`src/rtl/vending_machine_multi.sv`:
```
// Multi-product vending controller: coin credit, per-product price and stock,
// and change returned as one greedy coin per cycle.
//
//   state    | meaning
//   ---------+-------------------------------------------
//   S_IDLE   | no credit held; restock allowed
//   S_CREDIT | credit > 0; waiting for coin/select/cancel
//   S_VEND   | one-cycle dispense pulse (Z)
//   S_CHANGE | one change coin per cycle until credit = 0
module vending_machine_multi #(
    parameter int NUM_PRODUCTS = 4,
    parameter int SEL_W        = 2,
    parameter int CREDIT_W     = 8,
    parameter int CREDIT_MAX   = 200,
    parameter logic [NUM_PRODUCTS*CREDIT_W-1:0] PRICES = {8'd60, 8'd30, 8'd50, 8'd40},
    parameter int STOCK_W      = 4,
    parameter int STOCK_INIT   = 8
) (
    input  logic                    CLK,
    input  logic                    RESET,
    input  logic                    coin_valid,
    input  logic [1:0]              coin,
    input  logic                    sel_valid,
    input  logic [SEL_W-1:0]        sel,
    input  logic                    cancel,
    input  logic                    restock_valid,
    input  logic [SEL_W-1:0]        restock_id,
    output logic                    Z,
    output logic [SEL_W-1:0]        vend_id,
    output logic                    Change_given,
    output logic [7:0]              Change_out,
    output logic [CREDIT_W-1:0]     credit,
    output logic                    busy,
    output logic                    coin_reject,
    output logic                    sel_reject,
    output logic [NUM_PRODUCTS-1:0] sold_out
);

    typedef enum logic [1:0] {
        S_IDLE   = 2'd0,
        S_CREDIT = 2'd1,
        S_VEND   = 2'd2,
        S_CHANGE = 2'd3
    } state_t;

    localparam logic [CREDIT_W:0]  CMAX  = (CREDIT_W+1)'(CREDIT_MAX);
    localparam logic [SEL_W:0]     NPROD = (SEL_W+1)'(NUM_PRODUCTS);
    localparam logic [STOCK_W-1:0] SINIT = STOCK_W'(STOCK_INIT);

    state_t               r_state, w_state_nxt;
    logic [CREDIT_W-1:0]  r_credit, w_credit_nxt;
    logic [STOCK_W-1:0]   r_stock     [NUM_PRODUCTS];
    logic [STOCK_W-1:0]   w_stock_nxt [NUM_PRODUCTS];
    logic [SEL_W-1:0]     r_vend_id, w_vend_id_nxt;
    logic                 r_coin_reject, w_coin_reject_nxt;
    logic                 r_sel_reject, w_sel_reject_nxt;

    logic [CREDIT_W-1:0]  w_coin_val;
    logic [CREDIT_W:0]    w_coin_sum;
    logic                 w_coin_ok;
    logic                 w_sel_in_range;
    logic [CREDIT_W-1:0]  w_price;
    logic                 w_sel_ok;
    logic                 w_restock_in_range;
    logic [CREDIT_W-1:0]  w_change_coin;
    logic [7:0]           w_change_code;
    logic                 w_req_taken;

    always_comb begin
        w_coin_val = '0;
        case (coin)
            2'b00:   w_coin_val = CREDIT_W'(10);
            2'b01:   w_coin_val = CREDIT_W'(20);
            2'b10:   w_coin_val = CREDIT_W'(50);
            default: w_coin_val = '0;
        endcase
    end

    assign w_coin_sum = {1'b0, r_credit} + {1'b0, w_coin_val};
    assign w_coin_ok  = (coin != 2'b11) && (w_coin_sum <= CMAX);

    assign w_sel_in_range     = ({1'b0, sel} < NPROD);
    assign w_restock_in_range = ({1'b0, restock_id} < NPROD);
    assign w_price            = PRICES[sel*CREDIT_W +: CREDIT_W];
    assign w_sel_ok           = w_sel_in_range && (r_stock[sel] != '0) && (r_credit >= w_price);

    // Greedy refund: credit is always a nonzero multiple of 10 while in S_CHANGE.
    always_comb begin
        w_change_coin = CREDIT_W'(10);
        w_change_code = 8'd10;
        if (r_credit >= CREDIT_W'(50)) begin
            w_change_coin = CREDIT_W'(50);
            w_change_code = 8'd50;
        end else if (r_credit >= CREDIT_W'(20)) begin
            w_change_coin = CREDIT_W'(20);
            w_change_code = 8'd20;
        end
    end

    always_comb begin
        w_state_nxt       = r_state;
        w_credit_nxt      = r_credit;
        w_stock_nxt       = r_stock;
        w_vend_id_nxt     = r_vend_id;
        w_coin_reject_nxt = 1'b0;
        w_sel_reject_nxt  = 1'b0;
        w_req_taken       = 1'b0;

        case (r_state)
            S_IDLE, S_CREDIT: begin
                if (cancel && (r_state == S_CREDIT)) begin
                    w_req_taken = 1'b1;
                    w_state_nxt = S_CHANGE;
                end else if (sel_valid) begin
                    if ((r_state == S_CREDIT) && w_sel_ok) begin
                        w_req_taken      = 1'b1;
                        w_credit_nxt     = r_credit - w_price;
                        w_stock_nxt[sel] = r_stock[sel] - STOCK_W'(1);
                        w_vend_id_nxt    = sel;
                        w_state_nxt      = S_VEND;
                    end else begin
                        w_sel_reject_nxt = 1'b1;
                    end
                end

                if (coin_valid) begin
                    if (w_req_taken || !w_coin_ok) begin
                        w_coin_reject_nxt = 1'b1;
                    end else begin
                        w_credit_nxt = w_coin_sum[CREDIT_W-1:0];
                        w_state_nxt  = S_CREDIT;
                    end
                end

                if ((r_state == S_IDLE) && restock_valid && w_restock_in_range) begin
                    w_stock_nxt[restock_id] = SINIT;
                end
            end

            S_VEND: begin
                w_coin_reject_nxt = coin_valid;
                w_state_nxt       = (r_credit != '0) ? S_CHANGE : S_IDLE;
            end

            S_CHANGE: begin
                w_coin_reject_nxt = coin_valid;
                w_credit_nxt      = r_credit - w_change_coin;
                if (w_credit_nxt == '0) begin
                    w_state_nxt = S_IDLE;
                end
            end

            default: begin
                w_state_nxt  = S_IDLE;
                w_credit_nxt = '0;
            end
        endcase
    end

    always_ff @(posedge CLK) begin
        if (RESET) begin
            r_state       <= S_IDLE;
            r_credit      <= '0;
            r_vend_id     <= '0;
            r_coin_reject <= 1'b0;
            r_sel_reject  <= 1'b0;
            for (int i = 0; i < NUM_PRODUCTS; i++) begin
                r_stock[i] <= SINIT;
            end
        end else begin
            r_state       <= w_state_nxt;
            r_credit      <= w_credit_nxt;
            r_vend_id     <= w_vend_id_nxt;
            r_coin_reject <= w_coin_reject_nxt;
            r_sel_reject  <= w_sel_reject_nxt;
            for (int i = 0; i < NUM_PRODUCTS; i++) begin
                r_stock[i] <= w_stock_nxt[i];
            end
        end
    end

    always_comb begin
        for (int i = 0; i < NUM_PRODUCTS; i++) begin
            sold_out[i] = (r_stock[i] == '0);
        end
    end

    assign Z            = (r_state == S_VEND);
    assign vend_id      = r_vend_id;
    assign Change_given = (r_state == S_CHANGE);
    assign Change_out   = (r_state == S_CHANGE) ? w_change_code : 8'd0;
    assign credit       = r_credit;
    assign busy         = (r_state == S_VEND) || (r_state == S_CHANGE);
    assign coin_reject  = r_coin_reject;
    assign sel_reject   = r_sel_reject;

endmodule

```
`config.mk`:
```
export PLATFORM = sky130hd
export DESIGN_NAME = vending_machine_multi
export DESIGN_NICKNAME = d
export VERILOG_FILES = /design/src/rtl/vending_machine_multi.sv
export SDC_FILE = /design/constraint.sdc
export NUM_CORES = 1
export LEC_CHECK = 0
export ABC_AREA = 1
export CAP_MARGIN = 25
export CORE_MARGIN = 10
export CORE_UTILIZATION = 50
export DETAILED_ROUTE_END_ITERATION = 7
export GPL_TIMING_DRIVEN = 0
export HOLD_SLACK_MARGIN = 0.12
export PLACE_DENSITY = 0.84
export REMOVE_ABC_BUFFERS = 1
export SLEW_MARGIN = 20
export SYNTH_ARGS = -nofsm -noshare
export SYNTH_HDL_FRONTEND = slang
export SYNTH_SLANG_ARGS = --single-unit
```
`constraint.sdc`:
```
create_clock -name CLK -period 2.94 [get_ports CLK]
set_input_delay 0.588 -clock CLK [delete_from_list [all_inputs] [get_ports CLK]]
set_output_delay 0.588 -clock CLK [all_outputs]
set_load 0.02 [all_outputs]
```
# Word-level counts from Yosys, hierarchy flattened

Cells that the tools add are included.

Flip-flop bits (word level): 30
Output and inout port bits: 27
Input bits: 12
Word-level logic and storage cells: 100

Bitwise gates (word level): 8
Reduce and logical (&&, ||, !) cells: 24
Magnitude comparators: 8
Equality and inequality tests: 7
Muxes and demuxes: 39
Shift-type cells: 1
Add/subtract/negate cells: 4

Operators by type and width:

| kind                    | count |
|---|---|
| $mux 16                 | 5 |
| $mux 8                  | 6 |
| $shiftx 32x6->8 const A | 1 |
| $pmux 6 s3              | 1 |
| $bwmux 16               | 1 |
| $demux 4 s2             | 2 |
| $logic_not 4->1         | 4 |
| $mux 4                  | 4 |
| $pmux 8 s2              | 1 |
| $sub 8x8->8             | 2 |
| $mux 2                  | 7 |
| $and 12x12->12          | 1 |
| $not 12->12             | 1 |
| $add 8x8->9             | 1 |
| $le 9x8->1 const B      | 1 |
| $bmux 4 s2              | 1 |
| $ge 8x5->1 const B      | 1 |
| $ge 8x6->1 const B      | 1 |
| $ge 8x8->1              | 1 |
| $logic_not 8->1         | 1 |
| $reduce_bool 8->1       | 1 |
| $logic_and 1x1->1       | 7 |
| $mux 1                  | 7 |
| $eq 2x2->1 const B      | 3 |
| other kinds (21)        | 30 |

# Logic depth before layout (Yosys ltp)

Word-level depth: 15
Gate-level depth with buffers: 19
Mapped depth without buffers: 18

# Least setup slack after synthesis

OpenSTA, ideal clock, no wires.

Path type: register to register
Start: register r_credit[6], in the netlist credit[6]
End: register r_state[0]
Arrival time: 2.564 ns
Clock period less this slack: 2.678 ns
Cell stages (with the launch flop): 18
Library setup time: 0.114 ns
Buffers on the path: 1
Slack: 0.262 ns
Cell sequence: dfxtp_1 > buf_2 > nor2_2 > inv_1 > nor2_1 > o21ai_0 > nand2_1 > ha_1 > fa_1 > o21ai_0 > xnor2_1 > nand2_1 > nand2_1 > nand2_1 > nor2_1 > nand3_1 > nand2_1 > nand2_1

Longest elaborated chain between the ends: 11

RTL lines:

| element                                              | line | source |
|---|---|---|
| start, declared                                      | 51   | `logic [CREDIT_W-1:0] r_credit, w_credit_nxt;` |
| start signal, assigned                               | 172  | `r_credit <= w_credit_nxt;` |
| branches (longest 11 deep; another with $add 8x8->9) | n/a  |  |
| end signal, assigned                                 | 171  | `r_state <= w_state_nxt;` |
| end, declared                                        | 50   | `state_t r_state, w_state_nxt;` |

Several ways; the timed one is not identified. The select of a mux whose other input is x is not followed.
A chain may end at the register's enable or synchronous reset.

# Worst setup path in the final report

Ends and elaborated chain as after synthesis.

==> results.toml <==
[critical_path]
cp_data_arrival_time_ns = 2.85
critical-path-top-delay-family = "simple AND/OR/NAND/NOR gates"
path_cells = "nor2_2, inv_1, nor2_1, o21ai_2, nand2_2, ha_1, fa_1, o21ai_2, xnor2_1, nand2_1, nand2_1, nand2_1, nor2_2, nand3_1, nand2_1, nand2_1"
worst-path-buf-inv = 1
cp.required_ns = 3.12
cp_slowest_stage_delay_ns = 0.43
start_kind = "flip-flop"
critPathKind = "reg -> reg"
cpMaxStageDelayCell = "dfxtp_2"
end_kind = "flip-flop"
crit_top_cell = "nand2_1"
crit_fanout = 8

[placed_design]
dp_hpwl_um = 5860
place_area_sq_um = 3260
port_buffers = 34
place_congestion = 0.924
placedCellCount = 549
pre_cts_ws_ns = -0.743

[yosys]
synth.most_common_cell = "nand2_1"
synthTopCellsByCount = "130 x nand2_1, 64 x inv_1, 35 x nand3_1"
async_flop_share = 0
yosys.cell_types.count = 37
ys_seq_area_frac = 0.199
synth-edff-count = 0
postSynthAreaPerCell_sq_um = 6.40
synth_warnings = 0
syn_inst = 455
yosysTopAreaCell = "dfxtp_1"
dominantRegCellSynth = "dfxtp_1"
synthTopCellsByArea = "dfxtp_1 20%, nand2_1 17%, ha_1 12%, inv_1 8.3%, nand3_1 6.0%"
syn-cell-area_sq_um = 2910
ys_ff_latch = 29
synth_top_area_share = 0.199

[power]
vdd_drop_max_v = 0.000675
p_leak_nw = 1.73
p_per_area_nw_per_um2 = 884

[cts]
cts_tree = "yes"
htree_levels = 2
insertion_delay_ns = 0.29
ctsHoldBuffers = 0
cts.sinks = 29
clock_path_buffers = 2
clkTransAtPathRegs_ns = 0.06
clockRootBuffer = "clkbuf_8"
numCtsBuffers = 5

[routing]
viasPerCell = 5.49
drt_iter0_markers = 309
wl_per_cell_um = 14.1
ant_nets = 0
route.vias.total = 3073
firstDrtPassIters = 5
remaining_drc_errors = 0
drt_wl_total_um = 7920

[global_routing]
grt_pass1_vias = 2909
grt_pass1_wl_um = 13400
antenna_found_initial = 0
grt_usage = 0.177
grt_max_degree = 24
overflow = 0

[sta]
period_needed_ns = 2.67
clock_skew_ns = 0.0114
setup_viol = 0
layout_setup_ws_ns = 0.266
min_period_over_period = 0.909
rsz0062_at_grt = "no"
drv_slew = 0
slew_headroom = 0.546
hold_viol_final = 0
holdWs_ns = 0.489
tightest_slew_ns = 0.681
fmax_mhz = 374

[floorplanning]
initial_core_util = 0.522
die_x_um = 96.3
die-area_sq_um = 9280
coreArea_sq_um = 5570
die_h_um = 96.3
rows = 27
io_pins = 39

[final_layout]
finalInstanceArea_sq_um = 3440
final_net_count = 530
syn_to_final_growth_pct = 18.2
final_cells = 560
drive_above_1_share = 0.111
fill_cells = 519
diodes = 0

[worst_hold_path]
holdCritPathClass = "reg -> reg"

[outcome]
outcome = "completed"

[flow_run]
maxCapViolations = 0
## kinds of logic (layout without fill, tap and decap cells)
logic type                 Yosys count  after routing  synth area share
DFF                                 29             29             0.199
other                                1              4           0.00129
buffers and inverters               84            113             0.122
and+or+nand+nor                    235            236             0.390
adders and majority gates           31             31             0.138
xor gates and xnor gates             9              9            0.0271
AOI/OAI and AO/OA                   66             66             0.122
## flip-flops by register name, summed over array words and instances (netlist names)
| signal | cells |
|---|---|
| vend_id | 2 |
| r_state | 2 |
| coin_reject | 1 |
| credit | 7 |
| r_stock | 16 |
| sel_reject | 1 |
## layout by cell type, fill, tap and decap left out, types with 5 or more instances in the layout
cell,instances
dfxtp_2,6
nand3_1,34
nand4_1,15
clkbuf_8,5
inv_2,6
ha_1,29
dfxtp_1,23
a21oi_1,23
xnor2_1,6
nand2_1,129
o21ai_0,25
inv_1,62
clkdlybuf4s50_1,30
nor2_1,25
## worst paths after layout
kind | start | slack, ns | endpoint | cells after the start
max reg2reg | credit[6] | 0.27 | r_state[0] | 16
min | r_stock[4] | 0.49 | r_stock[4] | 2
min reg2reg | r_stock[4] | 0.49 | r_stock[4] | 2
max | credit[6] | 0.27 | r_state[0] | 16
## per-layer routing
metal  up-vias  share of wire  track usage
li1       1541              -            -
met1      1397           0.41        0.208
met2       119           0.51        0.312
met3        16          0.064       0.0304
met4         0          0.018       0.0726
met5         -              0            0
## what timing repair did
item / in CTS / in global routing
resized for setup: 11 / 19
endpoints found under the hold margin: 0 / 0
buffers inserted: 2 / 0
pin swaps: 1 / 1
gates cloned: 0 / 1
endpoints found under the setup margin: 28 / 33
## through the flow
step                TNS [ns]   util  total power, mW
floorplan                  0      -             2.03
finish                     0  0.617             3.04
global placement      -13.23  0.585             2.49
CTS                        0  0.610             2.93
global route               0  0.617             3.35
detailed placement    -15.21  0.585             2.55
## cell type report
cell class	count	area [sq um]	share of cell area
inverters	69	264	0.0767
clock buffers	6	72.6	0.0211
repair buffers	36	363	0.105
multi-input cells	346	2050	0.597
flip-flops and latches	29	588	0.171
clock inverters	2	10.0	0.00291
well taps	72	90.1	0.0262
## report_power, final
group,total [mW],internal [mW],switching (mW),leakage (nW)
Clock,0.322,0.164,0.158,0.0450
Combinational,2.09,0.803,1.29,1.45
Sequential,0.630,0.472,0.158,0.238
Total,3.04,1.44,1.60,1.73
## worst register-to-register path: cells and delay by family (launching register included)
family	cells	cell delay, ns
flops	1	0.43
buf+inv	1	0.12
xor+xnor	1	0.17
fa+ha+maj	2	0.65
compound gates	2	0.31
simple gates	10	0.88
Power figures use the tool's default switching activity.
